`config.mk`:
```
export PLATFORM = sky130hd
export DESIGN_NAME = cpu_microcode_flat
export DESIGN_NICKNAME = d
export VERILOG_FILES = /design/src/rtl/cpu_microcode_pkg.sv /design/src/rtl/cpu_microcode_if.sv /design/src/rtl/cpu_microcode_out_port.sv /design/src/rtl/cpu_microcode.sv /design/src/flat_wrapper.sv
export SDC_FILE = /design/constraint.sdc
export NUM_CORES = 1
export LEC_CHECK = 0
export BUFFER_PORTS_ARGS = -buffer_cell sky130_fd_sc_hd__buf_2
export CAP_MARGIN = 5
export CORE_MARGIN = 5
export CORE_UTILIZATION = 46
export CTS_CLUSTER_SIZE = 25
export DETAILED_ROUTE_END_ITERATION = 12
export PLACE_DENSITY = 0.78
export SETUP_SLACK_MARGIN = 0.4
export SYNTH_ARGS = -nofsm -noshare
export SYNTH_HDL_FRONTEND = slang
export SYNTH_HIERARCHICAL = 1
export SYNTH_SLANG_ARGS = --single-unit
```
`constraint.sdc`:
```
create_clock -name clk -period 1.8 [get_ports clk]
set_input_delay 0.36 -clock clk [delete_from_list [all_inputs] [get_ports clk]]
set_output_delay 0.36 -clock clk [all_outputs]
set_load 0.01 [all_outputs]
```
`src/rtl/cpu_microcode_pkg.sv`:
```
// Shared definitions for the microcode decoder: control FSM state codes, jump opcodes,
// MOV memory-operand patterns and the registered control word layout.
package cpu_microcode_pkg;

    localparam int DATA_W_DEF  = 8;
    localparam int STATE_W_DEF = 4;

    typedef enum logic [3:0] {
        STATE_FETCH_PC   = 4'h0,
        STATE_FETCH_INST = 4'h1,
        STATE_LDI        = 4'h2,
        STATE_MOV_FETCH  = 4'h3,
        STATE_MOV_LOAD   = 4'h4,
        STATE_MOV_STORE  = 4'h5,
        STATE_ALU_OP     = 4'h6,
        STATE_JUMP       = 4'h7,
        STATE_OUT_A      = 4'h8,
        STATE_NEXT       = 4'h9,
        STATE_HALT       = 4'hA
    } state_t;

    localparam logic [7:0] OP_JMP = 8'hC3;
    localparam logic [7:0] OP_JEZ = 8'hCA;
    localparam logic [7:0] OP_JNZ = 8'hC2;

    // Register code 7 in either MOV field selects the memory operand
    localparam logic [5:0] MOV_MEM_LOAD  = 6'o07;
    localparam logic [5:0] MOV_MEM_STORE = 6'o70;

    typedef struct packed {
        logic       pc_inc;
        logic       pc_load;
        logic       mar_load;
        logic       mem_rd;
        logic       mem_wr;
        logic       ir_load;
        logic       reg_rd_en;
        logic       reg_wr_en;
        logic [2:0] reg_rd_sel;
        logic [2:0] reg_wr_sel;
        logic       alu_en;
        logic [2:0] alu_op;
        logic       reset_cycle;
    } ctrl_t;

    function automatic logic is_legal_state(input logic [3:0] code);
        return code <= STATE_HALT;
    endfunction

endpackage

```
`src/rtl/cpu_microcode_if.sv`:
```
// Bus between the control FSM / datapath (master) and the microcode decoder (slave).
interface cpu_microcode_if #(
    parameter int DATA_W  = 8,
    parameter int STATE_W = 4
);
    logic [STATE_W-1:0] state;
    logic [7:0]         opcode;
    logic               alu_zero;
    logic [DATA_W-1:0]  a_value;
    logic               out_ready;

    logic               pc_inc;
    logic               pc_load;
    logic               mar_load;
    logic               mem_rd;
    logic               mem_wr;
    logic               ir_load;
    logic               reg_rd_en;
    logic               reg_wr_en;
    logic [2:0]         reg_rd_sel;
    logic [2:0]         reg_wr_sel;
    logic               alu_en;
    logic [2:0]         alu_op;
    logic               reset_cycle;
    logic               halted;
    logic               out_valid;
    logic [DATA_W-1:0]  out_data;
    logic               out_overrun;
    logic               illegal;

    modport slave (
        input  state, opcode, alu_zero, a_value, out_ready,
        output pc_inc, pc_load, mar_load, mem_rd, mem_wr, ir_load,
               reg_rd_en, reg_wr_en, reg_rd_sel, reg_wr_sel, alu_en, alu_op,
               reset_cycle, halted, out_valid, out_data, out_overrun, illegal
    );

    modport master (
        output state, opcode, alu_zero, a_value, out_ready,
        input  pc_inc, pc_load, mar_load, mem_rd, mem_wr, ir_load,
               reg_rd_en, reg_wr_en, reg_rd_sel, reg_wr_sel, alu_en, alu_op,
               reset_cycle, halted, out_valid, out_data, out_overrun, illegal
    );
endinterface

```
`src/rtl/cpu_microcode_out_port.sv`:
```
// Output-port latch: holds the last OUT value, runs the valid/ready handshake and
// flags an overrun when a new value replaces one the sink has not yet taken.
module cpu_out_port #(
    parameter int DATA_W = 8
) (
    input  logic              clk,
    input  logic              reset,
    input  logic              load,
    input  logic [DATA_W-1:0] load_data,
    input  logic              ready,
    output logic              valid,
    output logic [DATA_W-1:0] data,
    output logic              overrun
);

    // NOTE: state registers use non-blocking assignments so every flop samples pre-edge values.
    always_ff @(posedge clk or posedge reset) begin
        if (reset) begin
            valid   <= 1'b0;
            data    <= '0;
            overrun <= 1'b0;
        end else begin
            if (load) begin
                data  <= load_data;
                valid <= 1'b1;
                // Accepting on the same edge frees the slot, so that case is not an overrun
                if (valid && !ready) begin
                    overrun <= 1'b1;
                end
            end else if (valid && ready) begin
                valid <= 1'b0;
            end
        end
    end

endmodule

```
`src/rtl/cpu_microcode.sv`:
```
// Microcode decoder: registers the control word for (state, opcode), keeps the zero flag,
// halt latch and output port. Optional macro TRAP_ON_ILLEGAL_EN traps undefined state codes.
module cpu_microcode
    import cpu_microcode_pkg::*;
#(
    parameter int DATA_W  = DATA_W_DEF,
    parameter int STATE_W = STATE_W_DEF
) (
    input logic            clk,
    input logic            reset,
    cpu_microcode_if.slave bus
);

    logic [STATE_W-1:0] state_code;
    ctrl_t              ctrl_d;
    ctrl_t              ctrl_q;
    logic               zero_q;
    logic               halted_q;
    logic               jump_taken;
    logic               trap;
    logic               out_load;

    assign state_code = bus.state;

    always_comb begin
        jump_taken = 1'b0;
        case (bus.opcode)
            OP_JMP:  jump_taken = 1'b1;
            OP_JEZ:  jump_taken = zero_q;
            OP_JNZ:  jump_taken = !zero_q;
            default: jump_taken = 1'b0;
        endcase
    end

    // NOTE: every combinational output gets a default first, so no path leaves it unassigned (no latch).
    always_comb begin
        ctrl_d = '0;
        case (state_code)
            STATE_FETCH_PC: ctrl_d.mar_load = 1'b1;
            STATE_FETCH_INST: begin
                ctrl_d.mem_rd  = 1'b1;
                ctrl_d.ir_load = 1'b1;
                ctrl_d.pc_inc  = 1'b1;
            end
            STATE_LDI: begin
                ctrl_d.mem_rd     = 1'b1;
                ctrl_d.reg_wr_en  = 1'b1;
                ctrl_d.reg_wr_sel = bus.opcode[2:0];
                ctrl_d.pc_inc     = 1'b1;
            end
            STATE_MOV_FETCH: begin
                ctrl_d.mar_load = (bus.opcode[5:0] == MOV_MEM_LOAD) ||
                                  (bus.opcode[5:0] == MOV_MEM_STORE);
            end
            STATE_MOV_LOAD: begin
                ctrl_d.reg_rd_en  = 1'b1;
                ctrl_d.reg_rd_sel = bus.opcode[2:0];
            end
            STATE_MOV_STORE: begin
                ctrl_d.reg_wr_en  = 1'b1;
                ctrl_d.reg_wr_sel = bus.opcode[5:3];
            end
            STATE_ALU_OP: begin
                ctrl_d.alu_en = 1'b1;
                ctrl_d.alu_op = bus.opcode[2:0];
            end
            STATE_JUMP: begin
                ctrl_d.mem_rd  = 1'b1;
                ctrl_d.pc_load = jump_taken;
                ctrl_d.pc_inc  = !jump_taken;
            end
            STATE_NEXT: ctrl_d.reset_cycle = 1'b1;
            default: ctrl_d = '0;
        endcase
        if (halted_q) begin
            ctrl_d = '0;
        end
    end

`ifdef TRAP_ON_ILLEGAL_EN
    logic illegal_q;

    assign trap = !halted_q && !is_legal_state(state_code);

    always_ff @(posedge clk or posedge reset) begin
        if (reset) begin
            illegal_q <= 1'b0;
        end else if (trap) begin
            illegal_q <= 1'b1;
        end
    end

    assign bus.illegal = illegal_q;
`else
    assign trap        = 1'b0;
    assign bus.illegal = 1'b0;
`endif

    always_ff @(posedge clk or posedge reset) begin
        if (reset) begin
            ctrl_q   <= '0;
            zero_q   <= 1'b0;
            halted_q <= 1'b0;
        end else begin
            ctrl_q <= ctrl_d;
            if (!halted_q && state_code == STATE_ALU_OP) begin
                zero_q <= bus.alu_zero;
            end
            if (!halted_q && (state_code == STATE_HALT || trap)) begin
                halted_q <= 1'b1;
            end
        end
    end

    // Halt freezes new OUT instructions, but a pending value can still be drained
    assign out_load = !halted_q && state_code == STATE_OUT_A;

    cpu_out_port #(.DATA_W(DATA_W)) u_out_port (
        .clk      (clk),
        .reset    (reset),
        .load     (out_load),
        .load_data(bus.a_value),
        .ready    (bus.out_ready),
        .valid    (bus.out_valid),
        .data     (bus.out_data),
        .overrun  (bus.out_overrun)
    );

    assign bus.pc_inc      = ctrl_q.pc_inc;
    assign bus.pc_load     = ctrl_q.pc_load;
    assign bus.mar_load    = ctrl_q.mar_load;
    assign bus.mem_rd      = ctrl_q.mem_rd;
    assign bus.mem_wr      = ctrl_q.mem_wr;
    assign bus.ir_load     = ctrl_q.ir_load;
    assign bus.reg_rd_en   = ctrl_q.reg_rd_en;
    assign bus.reg_wr_en   = ctrl_q.reg_wr_en;
    assign bus.reg_rd_sel  = ctrl_q.reg_rd_sel;
    assign bus.reg_wr_sel  = ctrl_q.reg_wr_sel;
    assign bus.alu_en      = ctrl_q.alu_en;
    assign bus.alu_op      = ctrl_q.alu_op;
    assign bus.reset_cycle = ctrl_q.reset_cycle;
    assign bus.halted      = halted_q;

endmodule

```
`src/flat_wrapper.sv`:
```
// flat-port wrapper written by rule: the top's interface ports become plain ports
module cpu_microcode_flat import cpu_microcode_pkg::*;
#(
    parameter int DATA_W  = DATA_W_DEF,
    parameter int STATE_W = STATE_W_DEF
)
  (clk, reset, bus_state, bus_opcode, bus_alu_zero, bus_a_value, bus_out_ready, bus_pc_inc, bus_pc_load, bus_mar_load, bus_mem_rd, bus_mem_wr, bus_ir_load, bus_reg_rd_en, bus_reg_wr_en, bus_reg_rd_sel, bus_reg_wr_sel, bus_alu_en, bus_alu_op, bus_reset_cycle, bus_halted, bus_out_valid, bus_out_data, bus_out_overrun, bus_illegal);
  cpu_microcode_if #(.DATA_W(DATA_W), .STATE_W(STATE_W)) bus_i ();
  input logic clk;
  input logic reset;
  input wire logic [$bits(bus_i.state)-1:0] bus_state;
  input wire logic [$bits(bus_i.opcode)-1:0] bus_opcode;
  input wire logic [$bits(bus_i.alu_zero)-1:0] bus_alu_zero;
  input wire logic [$bits(bus_i.a_value)-1:0] bus_a_value;
  input wire logic [$bits(bus_i.out_ready)-1:0] bus_out_ready;
  output wire logic [$bits(bus_i.pc_inc)-1:0] bus_pc_inc;
  output wire logic [$bits(bus_i.pc_load)-1:0] bus_pc_load;
  output wire logic [$bits(bus_i.mar_load)-1:0] bus_mar_load;
  output wire logic [$bits(bus_i.mem_rd)-1:0] bus_mem_rd;
  output wire logic [$bits(bus_i.mem_wr)-1:0] bus_mem_wr;
  output wire logic [$bits(bus_i.ir_load)-1:0] bus_ir_load;
  output wire logic [$bits(bus_i.reg_rd_en)-1:0] bus_reg_rd_en;
  output wire logic [$bits(bus_i.reg_wr_en)-1:0] bus_reg_wr_en;
  output wire logic [$bits(bus_i.reg_rd_sel)-1:0] bus_reg_rd_sel;
  output wire logic [$bits(bus_i.reg_wr_sel)-1:0] bus_reg_wr_sel;
  output wire logic [$bits(bus_i.alu_en)-1:0] bus_alu_en;
  output wire logic [$bits(bus_i.alu_op)-1:0] bus_alu_op;
  output wire logic [$bits(bus_i.reset_cycle)-1:0] bus_reset_cycle;
  output wire logic [$bits(bus_i.halted)-1:0] bus_halted;
  output wire logic [$bits(bus_i.out_valid)-1:0] bus_out_valid;
  output wire logic [$bits(bus_i.out_data)-1:0] bus_out_data;
  output wire logic [$bits(bus_i.out_overrun)-1:0] bus_out_overrun;
  output wire logic [$bits(bus_i.illegal)-1:0] bus_illegal;
  assign bus_i.state = bus_state;
  assign bus_i.opcode = bus_opcode;
  assign bus_i.alu_zero = bus_alu_zero;
  assign bus_i.a_value = bus_a_value;
  assign bus_i.out_ready = bus_out_ready;
  assign bus_pc_inc = bus_i.pc_inc;
  assign bus_pc_load = bus_i.pc_load;
  assign bus_mar_load = bus_i.mar_load;
  assign bus_mem_rd = bus_i.mem_rd;
  assign bus_mem_wr = bus_i.mem_wr;
  assign bus_ir_load = bus_i.ir_load;
  assign bus_reg_rd_en = bus_i.reg_rd_en;
  assign bus_reg_wr_en = bus_i.reg_wr_en;
  assign bus_reg_rd_sel = bus_i.reg_rd_sel;
  assign bus_reg_wr_sel = bus_i.reg_wr_sel;
  assign bus_alu_en = bus_i.alu_en;
  assign bus_alu_op = bus_i.alu_op;
  assign bus_reset_cycle = bus_i.reset_cycle;
  assign bus_halted = bus_i.halted;
  assign bus_out_valid = bus_i.out_valid;
  assign bus_out_data = bus_i.out_data;
  assign bus_out_overrun = bus_i.out_overrun;
  assign bus_illegal = bus_i.illegal;
  cpu_microcode #(.DATA_W(DATA_W), .STATE_W(STATE_W)) u_core (.clk(clk), .reset(reset), .bus(bus_i));
endmodule
```
==> impl_results.md, run 1 <==
* Post-route DRC at 0
* Max IR drop VDD at 0.000614 V
* Count of port buffers added during placement at 52
* Synthesis-stage register bit count at 30
* Total setup violations reported at the end of the flow at 0
* Leakage power at 0.000903 uW
* Filler cells at 196
* CTS HTree Levels at 2
* Antenna diodes at 0
* Number of maximum-capacitance constraint violations at 0
* Height of the die at 62.1 um
* Switching power summed over all nets at 379 uW
* Internal power at 1060 uW
* Result of the run: finished clean
* Arrival time worst endpoint at 1.63 ns
* Library cells used by synthesis at 33
* Via density per instance at 4.93
* Part of the total power dissipated in combinational logic at 18.1%
* Antenna violations before repair at 0
* Final worst-path setup slack at 0.385 ns
* Maximum number of pins on one net before global-route repair at 21
* Die span in x at 62.1 um
* Worst-path maximum fanout at 5
* Post-layout total power at 1440 uW
* Global-route wire length before repair at 4.73 mm
* Required time worst endpoint at 2.01 ns
* Netlist Area Pre-Place at 1250 um^2
* Clock power frac at 28.9%
* Unrepaired setup endpoints after global routing: true
* Row cnt at 18
* Clock latency of the later-clocked register in the worst-skew pair at 0.32 ns
* Kind of start point of the critical path: flip-flop
* Part of the Yosys area used for sequential elements at 60.1%
* Total area of multi-input combinational cells at 475 um^2
* Clock transition at the registers of the reported paths at 0.09 ns
* Ports at 55
* F_max at 707 MHz
* Wirelength, routed at 2.86 mm
* Final worst clock skew at 0.00440 ns
* Power Dens Cells at 866 nW/um^2
* Post-route ant nets at 0
* Clock root buffer master: sky130_fd_sc_hd__clkbuf_4
* Critical path capture point type: flip-flop
* Core occupancy in the finished layout at 65.5%
* Share of the clock period used by the worst path at 78.6%
* Setup Slack @ Placement at 0.100 ns
* Number of cells produced by synthesis at 98
* Worst Hold Class: in2async
* Mapped Avg Cell Area at 12.7 um^2
* Register cell area after layout at 752 um^2
* Switching Fraction at 26.3%
* Average detailed-routed wire length per instance at 14.9 um
* Last weighted congestion value of the routability-driven placer at 0.774
* Area growth from synthesis to layout at 33.5%
* Final HPWL DP at 2.19 mm
* Total negative slack for setup checks at 0 ns
* Overflow left after global routing at 0
* Flop pwr share at 53.0%
* Placed Instance Area at 1540 um^2
* TritonCTS buffer count at 5
* Time the final worst path needs with I/O delays and setup at 1.42 ns
* Critical setup path kind: reg2reg
* Number of hold-slack violations in the final timing report at 0
* First-pass DRT Iterations at 4
* CTS Sinks at 30
* Floorplan Core Area at 2540 um^2
* 1st-iter DRT viols at 36
* Starting density of the core at 49.1%
* Relative slew slack at 51.1%
* Via count of the first global-routing pass at 989
* Detailed-route via count at 947
* Total of warnings raised by yosys at 6
* Fraction of layout cells with a size suffix above 1 at 54.9%
* Clock buffer depth at 2
* Number of nets at the end of the flow at 185
* Slew at the pin closest to its max-slew limit at 0.732 ns
* Die Footprint at 3860 um^2
* Max-slew violation total from the final report at 0
* Total global-route track usage at 15.7%
* Clock tree from TritonCTS: built
* Final cell area excluding filler cells at 1670 um^2
synth_stat cells, drive strengths merged:
| master | instances | area share [%] |
|---|---|---|
| nand4 | 1 | 0.50 |
| nand2b | 3 | 1.5 |
| buf | 4 | 2.5 |
| dfrtp | 30 | 60 |
| nor2b | 1 | 0.50 |
| inv | 3 | 0.90 |
| nand3 | 1 | 0.40 |
| nor4 | 1 | 0.50 |
| o21ai | 1 | 0.40 |
| a21o | 2 | 1.3 |
| o21bai | 1 | 0.60 |
| nand2 | 7 | 2.1 |
| xnor2 | 1 | 0.70 |
| nor3 | 6 | 3.6 |
| nor2 | 10 | 3.6 |
| and2 | 6 | 3.2 |
| a31oi | 1 | 0.50 |
| nor3b | 1 | 1.0 |
| mux2 | 9 | 11 |
| nor4b | 1 | 0.70 |
| or3b | 1 | 0.70 |
| a22oi | 3 | 1.8 |
| conb | 1 | 0.30 |
| a21bo | 1 | 0.80 |
| or2 | 1 | 0.50 |
| a31o | 1 | 0.70 |
what timing repair did:
item / in CTS / in global routing
pin swaps: 1 / 0
cloned: 1 / 0
buffers inserted: 1 / 3
hold buffers: 0 / 0
hold endpoints to repair: 0 / 0
setup endpoints to repair: 10 / 10
gates resized for setup: 6 / 2
cell type report:
class | instances | area share [%]
inverter | 3 | 0.676
clock buffer | 7 | 3.30
tap | 30 | 2.25
clock inverter | 1 | 0.300
timing repair buffer | 59 | 19.8
multi-input combinational | 62 | 28.5
sequential | 30 | 45.1
path summary, 6_finish.rpt:
kind / cells after the start / from / endpoint / slack [ns]
max reg2reg: 4 / u_core/bus.halted$_DFFE_PP0P_ / u_core/u_out_port/data[4]$_DFFE_PP0P_ / 0.38
min reg2reg: 1 / u_core/u_out_port/overrun$_DFFE_PP0P_ / u_core/u_out_port/overrun$_DFFE_PP0P_ / 0.48
min in group clk: 2 / bus_alu_zero / u_core/zero_q$_DFFE_PP0P_ / 0.26
min: 2 / reset / u_core/u_out_port/data[4]$_DFFE_PP0P_ / 0.003
max in group asynchronous: 2 / reset / u_core/bus.halted$_DFFE_PP0P_ / 1.14
max: 4 / u_core/bus.halted$_DFFE_PP0P_ / u_core/u_out_port/data[4]$_DFFE_PP0P_ / 0.38
layout by cell type, fill, tap and decap left out, types with 2 or more instances in the layout:
master / count
sky130_fd_sc_hd__nand2b_1: 3
sky130_fd_sc_hd__a22oi_1: 3
sky130_fd_sc_hd__mux2_4: 8
sky130_fd_sc_hd__clkbuf_4: 5
sky130_fd_sc_hd__inv_1: 3
sky130_fd_sc_hd__buf_2: 51
sky130_fd_sc_hd__nor2_1: 9
sky130_fd_sc_hd__and2_2: 2
sky130_fd_sc_hd__dfrtp_1: 29
sky130_fd_sc_hd__nand2_1: 6
sky130_fd_sc_hd__buf_4: 4
sky130_fd_sc_hd__nor3_1: 2
sky130_fd_sc_hd__nor3_2: 3
sky130_fd_sc_hd__and2_1: 4
sky130_fd_sc_hd__buf_6: 4
sky130_fd_sc_hd__conb_1: 2
registers in the layout, summed over array words and instances (netlist names), 3 cells and up:
| name | count |
|---|---|
| u_core/bus.alu_op | 3 |
| u_core/bus.reg_wr_sel | 3 |
| u_core/bus.reg_rd_sel | 3 |
| u_core/u_out_port/data | 8 |
stage by stage:
stage,hold WS (ns),std cells
6_report,0.00327,192
3_5_place_dp,0.361,179
3_3_place_gp,0.348,179
5_1_grt,0.0115,192
2_1_floorplan,0.200,99
4_1_cts,0.00416,189
cells by family after synthesis:
kind of cell / Yosys count / share of synthesized area (%)
compound gates: 10 / 6.11
xor+xnor: 1 / 0.702
buf+inv: 7 / 3.41
flops: 30 / 60.1
mux: 9 / 10.5
other cells: 1 / 0.300
simple gates: 40 / 18.8
power by group through the flow:
stage | registers (uW) | clock network [uW] | logic [uW]
after CTS | 765 | 427 | 257
final | 765 | 418 | 260
after global placement | 776 | 0 | 243
after global routing | 773 | 471 | 281
after detailed placement | 780 | 0 | 250
after floorplan | 800 | 0 | 121
layer usage:
| layer | vias up | GRT usage [%] | part of all wire (%) |
|---|---|---|---|
| met5 | - | 0 | 0 |
| li1 | 452 | - | - |
| met3 | 2 | 9.53 | 10 |
| met2 | 54 | 23.1 | 45 |
| met1 | 439 | 19.0 | 44 |
| met4 | 0 | 4.88 | 0.35 |
critical path, cell delays in order, from the launching register on:
cell and delay (ns):
sky130_fd_sc_hd__dfrtp_2 0.44, sky130_fd_sc_hd__or2_4 0.25, sky130_fd_sc_hd__nor3_4 0.16, sky130_fd_sc_hd__buf_6 0.16, sky130_fd_sc_hd__mux2_4 0.30
Power figures use the tool's default switching activity.
==> run 2, diff against run 1 <==
==> constraint.sdc (replaced) <==
create_clock -name clk -period 1.4 [get_ports clk]
set_input_delay 0.28 -clock clk [delete_from_list [all_inputs] [get_ports clk]]
set_output_delay 0.28 -clock clk [all_outputs]
set_load 0.01 [all_outputs]
==> impl_results.md, run 2 (synthesis results as in run 1) <==
* Result of the run: finished clean
* Top library cells by usage in the layout, fill and taps aside: sky130_fd_sc_hd__buf_2 (50), sky130_fd_sc_hd__dfrtp_1 (30), sky130_fd_sc_hd__buf_4 (21)
* Top reg by flops: u_core/u_out_port/data
* Clock buffer depth at 2
* Share of the clock period used by the worst path at 99.1%
* Setup Slack @ Placement at -0.229 ns
* Number of maximum-capacitance constraint violations at 0
* Max IR drop VDD at 0.000908 V
* Average detailed-routed wire length per instance at 15.7 um
* Area growth from synthesis to layout at 50.7%
* Filler cells at 182
* Post-route DRC at 0
* Via count of the first global-routing pass at 1,097
* Number of hold-slack violations in the final timing report at 0
* CTS Sinks at 30
* Number of nets at the end of the flow at 204
* Total setup violations reported at the end of the flow at 0
* Floorplan Core Area at 2540 um^2
* # placed instances at 184
* Total negative slack for setup checks at 0 ns
* F_max at 721 MHz
* Clock transition at the registers of the reported paths at 0.10 ns
* Last weighted congestion value of the routability-driven placer at 0.720
* Hold path start: bus_alu_zero
* CTS HTree Levels at 2
* Clock latency of the later-clocked register in the worst-skew pair at 0.33 ns
* Die span in x at 62.1 um
* Starting density of the core at 49.1%
* First-pass DRT Iterations at 4
* Core occupancy in the finished layout at 73.9%
* Detailed-route via count at 1,049
* Row cnt at 18
* Fraction of layout cells with a size suffix above 1 at 63.0%
* Count of port buffers added during placement at 52
* Post-route ant nets at 0
* Leakage power at 0.00101 uW
* TritonCTS buffer count at 5
* Total area of multi-input combinational cells at 537 um^2
* 1st-iter DRT viols at 25
* Unrepaired setup endpoints after global routing: true
* First element of the critical path: u_core/bus.halted$_DFFE_PP0P_
* Height of the die at 62.1 um
* Time the final worst path needs with I/O delays and setup at 1.39 ns
* Total global-route track usage at 17.2%
* Register cell area after layout at 751 um^2
* Final worst clock skew at 0.0134 ns
* Wirelength, routed at 3.31 mm
* Global-route wire length before repair at 5.26 mm
* Max-slew violation total from the final report at 0
* Antenna diodes at 0
* Clock root buffer master: sky130_fd_sc_hd__clkbuf_4
* Overflow left after global routing at 0
* Max FFs per register at 8
* Maximum number of pins on one net before global-route repair at 21
* Source of the worst register-to-register timing path: u_core/bus.halted$_DFFE_PP0P_
* Final worst-path setup slack at 0.0133 ns
* Via density per instance at 4.97
* Worst Hold Class: in2reg
* Worst-path maximum fanout at 5
* Critical path capture point type: flip-flop
* Arrival time worst endpoint at 1.60 ns
* Antenna violations before repair at 0
* Leading cell type in the layout, fill and taps excluded: sky130_fd_sc_hd__buf_2
* Die Footprint at 3860 um^2
* Kind of start point of the critical path: flip-flop
* Final HPWL DP at 2.14 mm
* Clock tree from TritonCTS: built
* Ports at 55
* Critical setup path kind: reg2reg
* Filler-free cell count of the finished design at 211
* Required time worst endpoint at 1.61 ns
* Power Dens Cells at 1070 nW/um^2
==> run 2: cell count changes in the layout (fill, tap and decap cells not counted), sizes merged <==
cell / delta
dlygate4sd3: +1
buf: +18
==> run 2: layout make-up <==
cell class,instances,share of cell area [%]
multi-input cells,62,28.5
flip-flops and latches,30,39.9
repair buffers,78,25.8
clock buffers,7,2.93
inverters,3,0.598
well taps,30,1.99
clock inverters,1,0.266
==> run 2: critical path, cell delays in order, from the launching register on <==
cell,delay [ns]
sky130_fd_sc_hd__dfrtp_1,0.39
sky130_fd_sc_hd__or2_4,0.24
sky130_fd_sc_hd__nor3_4,0.15
sky130_fd_sc_hd__buf_6,0.17
sky130_fd_sc_hd__mux2_4,0.30
==> run 2: metal layers <==
metal	part of all wire (%)	up-vias	GRT usage, %	routed length (um)
met3	9.7	13	8.09	320
met4	3.3	0	7.32	108
met5	0	-	0	0
met2	50	56	27.2	1650
met1	37	488	19.9	1230
li1	-	492	-	-
==> run 2: stage by stage <==
stage / power [uW] / hold WS [ns] / cell area (um^2)
after floorplan: 1190 / 0.120 / 1270
after global placement: 1320 / 0.261 / 1590
after detailed placement: 1340 / 0.284 / 1590
after CTS: 1940 / 0.169 / 1770
after global routing: 2120 / 0.169 / 1880
final: 2010 / 0.186 / 1880
==> run 2: power breakdown <==
| part | total, uW | internal (uW) | switching, uW | leakage (uW) |
|---|---|---|---|---|
| Clock | 535 | 243 | 292 | 0.0000353 |
| Combinational | 497 | 290 | 207 | 0.000577 |
| Sequential | 981 | 941 | 40.0 | 0.000402 |
==> run 2: path summary, 6_finish.rpt <==
check	cells past startpoint	end	slack, ns
setup / recovery	4	u_core/u_out_port/data[4]$_DFFE_PP0P_	0.01
hold / removal	2	u_core/zero_q$_DFFE_PP0P_	0.19
setup reg to reg	4	u_core/u_out_port/data[4]$_DFFE_PP0P_	0.01
hold reg to reg	1	u_core/u_out_port/data[1]$_DFFE_PP0P_	0.52
max in group asynchronous	3	u_core/u_out_port/data[6]$_DFFE_PP0P_	0.63
min in group asynchronous	3	u_core/u_out_port/data[0]$_DFFE_PP0P_	0.49
==> run 2: repair_timing <==
action | in CTS | in global routing
setup endpoints to repair | 52 | 56
gates cloned | 1 | 0
buffers inserted | 8 | 9
endpoints found under the hold margin | 30 | 0
resized for setup | 11 | 9
pin swaps | 3 | 2
hold buffers | 1 | 0
==> run 3, diff against run 2 <==
--- a/config.mk
+++ b/config.mk
@@ -5,13 +5,16 @@
 export SDC_FILE = /design/constraint.sdc
 export NUM_CORES = 1
 export LEC_CHECK = 0
-export BUFFER_PORTS_ARGS = -buffer_cell sky130_fd_sc_hd__buf_2
 export CAP_MARGIN = 5
+export CELL_PAD_IN_SITES_DETAIL_PLACEMENT = 1
+export CELL_PAD_IN_SITES_GLOBAL_PLACEMENT = 2
 export CORE_MARGIN = 5
-export CORE_UTILIZATION = 46
+export CORE_UTILIZATION = 37
 export CTS_CLUSTER_SIZE = 25
 export DETAILED_ROUTE_END_ITERATION = 12
-export PLACE_DENSITY = 0.78
+export DONT_BUFFER_PORTS = 1
+export GPL_TIMING_DRIVEN = 0
+export PLACE_DENSITY_LB_ADDON = 0.1
 export SETUP_SLACK_MARGIN = 0.4
 export SYNTH_ARGS = -nofsm -noshare
 export SYNTH_HDL_FRONTEND = slang
==> impl_results.md, run 3 (synthesis results as in run 1) <==
* Leakage power at 0.000791 uW
* Hold path start: bus_opcode[2]
* R2R setup slack at -0.20 ns
* Die Footprint at 4640 um^2
* Number of nets at the end of the flow at 153
* Via density per instance at 4.77
* CTS HTree Levels at 2
* First-pass DRT Iterations at 4
* Max FFs per register at 8
* Worst hold path cell count at 1
* Antenna violations before repair at 0
* Global-route wire length before repair at 4.55 mm
* Clock transition at the registers of the reported paths at 0.09 ns
* Reg-to-reg critical path endpoint: u_core/u_out_port/data[4]$_DFFE_PP0P_
* Part of the total power dissipated in combinational logic at 13.9%
* Max IR drop VDD at 0.000516 V
* Floorplan Core Area at 3310 um^2
* Post-route DRC at 0
* Top reg by flops: u_core/u_out_port/data
* Final cell area excluding filler cells at 1740 um^2
* End point of the most critical hold path: u_core/bus.reg_rd_sel[2]$_DFF_PP0_
* Switching Fraction at 25.8%
* F_max at 625 MHz
* Required time worst endpoint at 1.62 ns
* Filler cells at 346
* Total setup violations reported at the end of the flow at 21
* Final worst clock skew at 0.00309 ns
* Last weighted congestion value of the routability-driven placer at 0.714
* Via count of the first global-routing pass at 897
* Critical path capture point type: flip-flop
* Die span in x at 68.1 um
* Fraction of layout cells with a size suffix above 1 at 47.7%
* Power Dens Cells at 1040 nW/um^2
* Flop pwr share at 56.7%
* Detailed-route via count at 839
* Switching power summed over all nets at 468 uW
* Source of the worst register-to-register timing path: u_core/bus.halted$_DFFE_PP0P_
* Clock buffer depth at 2
* Row cnt at 21
* Number of hold-slack violations in the final timing report at 0
* Clock tree from TritonCTS: built
* Max-slew violation total from the final report at 0
* TritonCTS buffer count at 5
* Antenna diodes at 0
* Average detailed-routed wire length per instance at 17.5 um
* Arrival time worst endpoint at 1.82 ns
* Height of the die at 68.1 um
* Leading cell type in the layout, fill and taps excluded: sky130_fd_sc_hd__dfrtp_1
* Time the final worst path needs with I/O delays and setup at 1.60 ns
* Total global-route track usage at 14.3%
* Unrepaired setup endpoints after global routing: true
* Final worst-path setup slack at -0.200 ns
* Maximum number of pins on one net before global-route repair at 21
* Wirelength, routed at 3.08 mm
* Overflow left after global routing at 0
* Failing checks: negative setup slack
* Reg2reg path depth at 5
* Placed Instance Area at 1330 um^2
* Clock power frac at 29.4%
* Result of the run: finished with violations
* Worst Hold Class: in2reg
* Clock latency of the later-clocked register in the worst-skew pair at 0.32 ns
* Kind of start point of the critical path: flip-flop
* Tightest hold margin at 0.0806 ns
* Number of maximum-capacitance constraint violations at 0
* Post-route ant nets at 0
* Setup Slack @ Placement at -0.250 ns
* Post-layout total power at 1810 uW
* 1st-iter DRT viols at 5
* Count of port buffers added during placement at 0
* Critical setup path kind: reg2reg
* Final HPWL DP at 1.96 mm
* Ports at 55
* Starting density of the core at 37.7%
* Area growth from synthesis to layout at 39.3%
* Clock root buffer master: sky130_fd_sc_hd__clkbuf_4
* Share of the clock period used by the worst path at 114%
* Top library cells by usage in the layout, fill and taps aside: sky130_fd_sc_hd__dfrtp_1 (30), sky130_fd_sc_hd__buf_6 (16), sky130_fd_sc_hd__mux2_4 (9)
* CTS Sinks at 30
* Worst-path maximum fanout at 5
* Internal power at 1350 uW
* Total negative slack for setup checks at -2.67 ns
==> run 3: cell types whose count changed in the layout (fill, tap and decap cells not counted), moves of 2 or more <==
cell / change
sky130_fd_sc_hd__nor2_4: +4
sky130_fd_sc_hd__buf_6: +10
sky130_fd_sc_hd__nor2_1: -4
sky130_fd_sc_hd__nand2b_2: -2
sky130_fd_sc_hd__buf_2: -50
sky130_fd_sc_hd__dlygate4sd3_1: +4
sky130_fd_sc_hd__nand2b_1: +2
sky130_fd_sc_hd__buf_4: -16
==> run 3: worst max-delay path by stage <==
stage,from,to,cells after the start
floorplan,u_core/bus.halted$_DFFE_PP0P_,u_core/u_out_port/data[0]$_DFFE_PP0P_,5
global placement,u_core/bus.halted$_DFFE_PP0P_,u_core/u_out_port/data[3]$_DFFE_PP0P_,5
detailed placement,u_core/bus.halted$_DFFE_PP0P_,u_core/u_out_port/data[4]$_DFFE_PP0P_,5
CTS,u_core/bus.halted$_DFFE_PP0P_,u_core/u_out_port/data[2]$_DFFE_PP0P_,5
global route,u_core/bus.halted$_DFFE_PP0P_,u_core/u_out_port/data[2]$_DFFE_PP0P_,5
finish,u_core/bus.halted$_DFFE_PP0P_,u_core/u_out_port/data[4]$_DFFE_PP0P_,5
==> run 3: layout make-up <==
type / instances / area, um^2 / area share, %
timing repair buffer: 23 / 245 / 14.1
multi-input combinational: 62 / 573 / 32.9
inverter: 3 / 15.0 / 0.863
clock buffer: 7 / 55.1 / 3.17
tap: 46 / 57.6 / 3.31
buffer: 4 / 37.5 / 2.16
clock inverter: 1 / 5.00 / 0.288
sequential: 30 / 751 / 43.2
==> run 3: per-layer routing <==
metal	vias to the layer above	global-route usage, %	share of wire [%]
li1	391	-	-
met1	400	14.7	36
met2	42	22.9	50
met3	6	8.21	12
met4	0	7.44	1.8
met5	-	0	0
==> run 3: timing repair <==
item                       CTS  global route
pin swaps                   16             9
hold buffers                 5             0
setup endpoints to repair   52            79
hold endpoints to repair    32             0
setup buffers               14             3
gates resized for setup     21            18
cloned                       1             0
==> run 3: power by group through the flow <==
stage,Sequential [uW],Combinational [uW],Clock (uW)
3_3_place_gp,1040,172,0
4_1_cts,1030,231,564
3_5_place_dp,1040,176,0
5_1_grt,1040,272,619
2_1_floorplan,1030,157,0
6_report,1030,251,534
==> run 3: metrics by stage <==
step	instances	utilization, %
floorplan	99	-
global placement	145	40.2
detailed placement	145	40.2
CTS	173	49.6
global route	176	52.5
finish	176	52.5
==> run 3: critical path, stage by stage (launching register included) <==
cell                      delay (ns)
sky130_fd_sc_hd__dfrtp_1        0.44
sky130_fd_sc_hd__buf_6          0.15
sky130_fd_sc_hd__or2_4          0.24
sky130_fd_sc_hd__nor3_4         0.19
sky130_fd_sc_hd__buf_6          0.17
sky130_fd_sc_hd__mux2_4         0.30
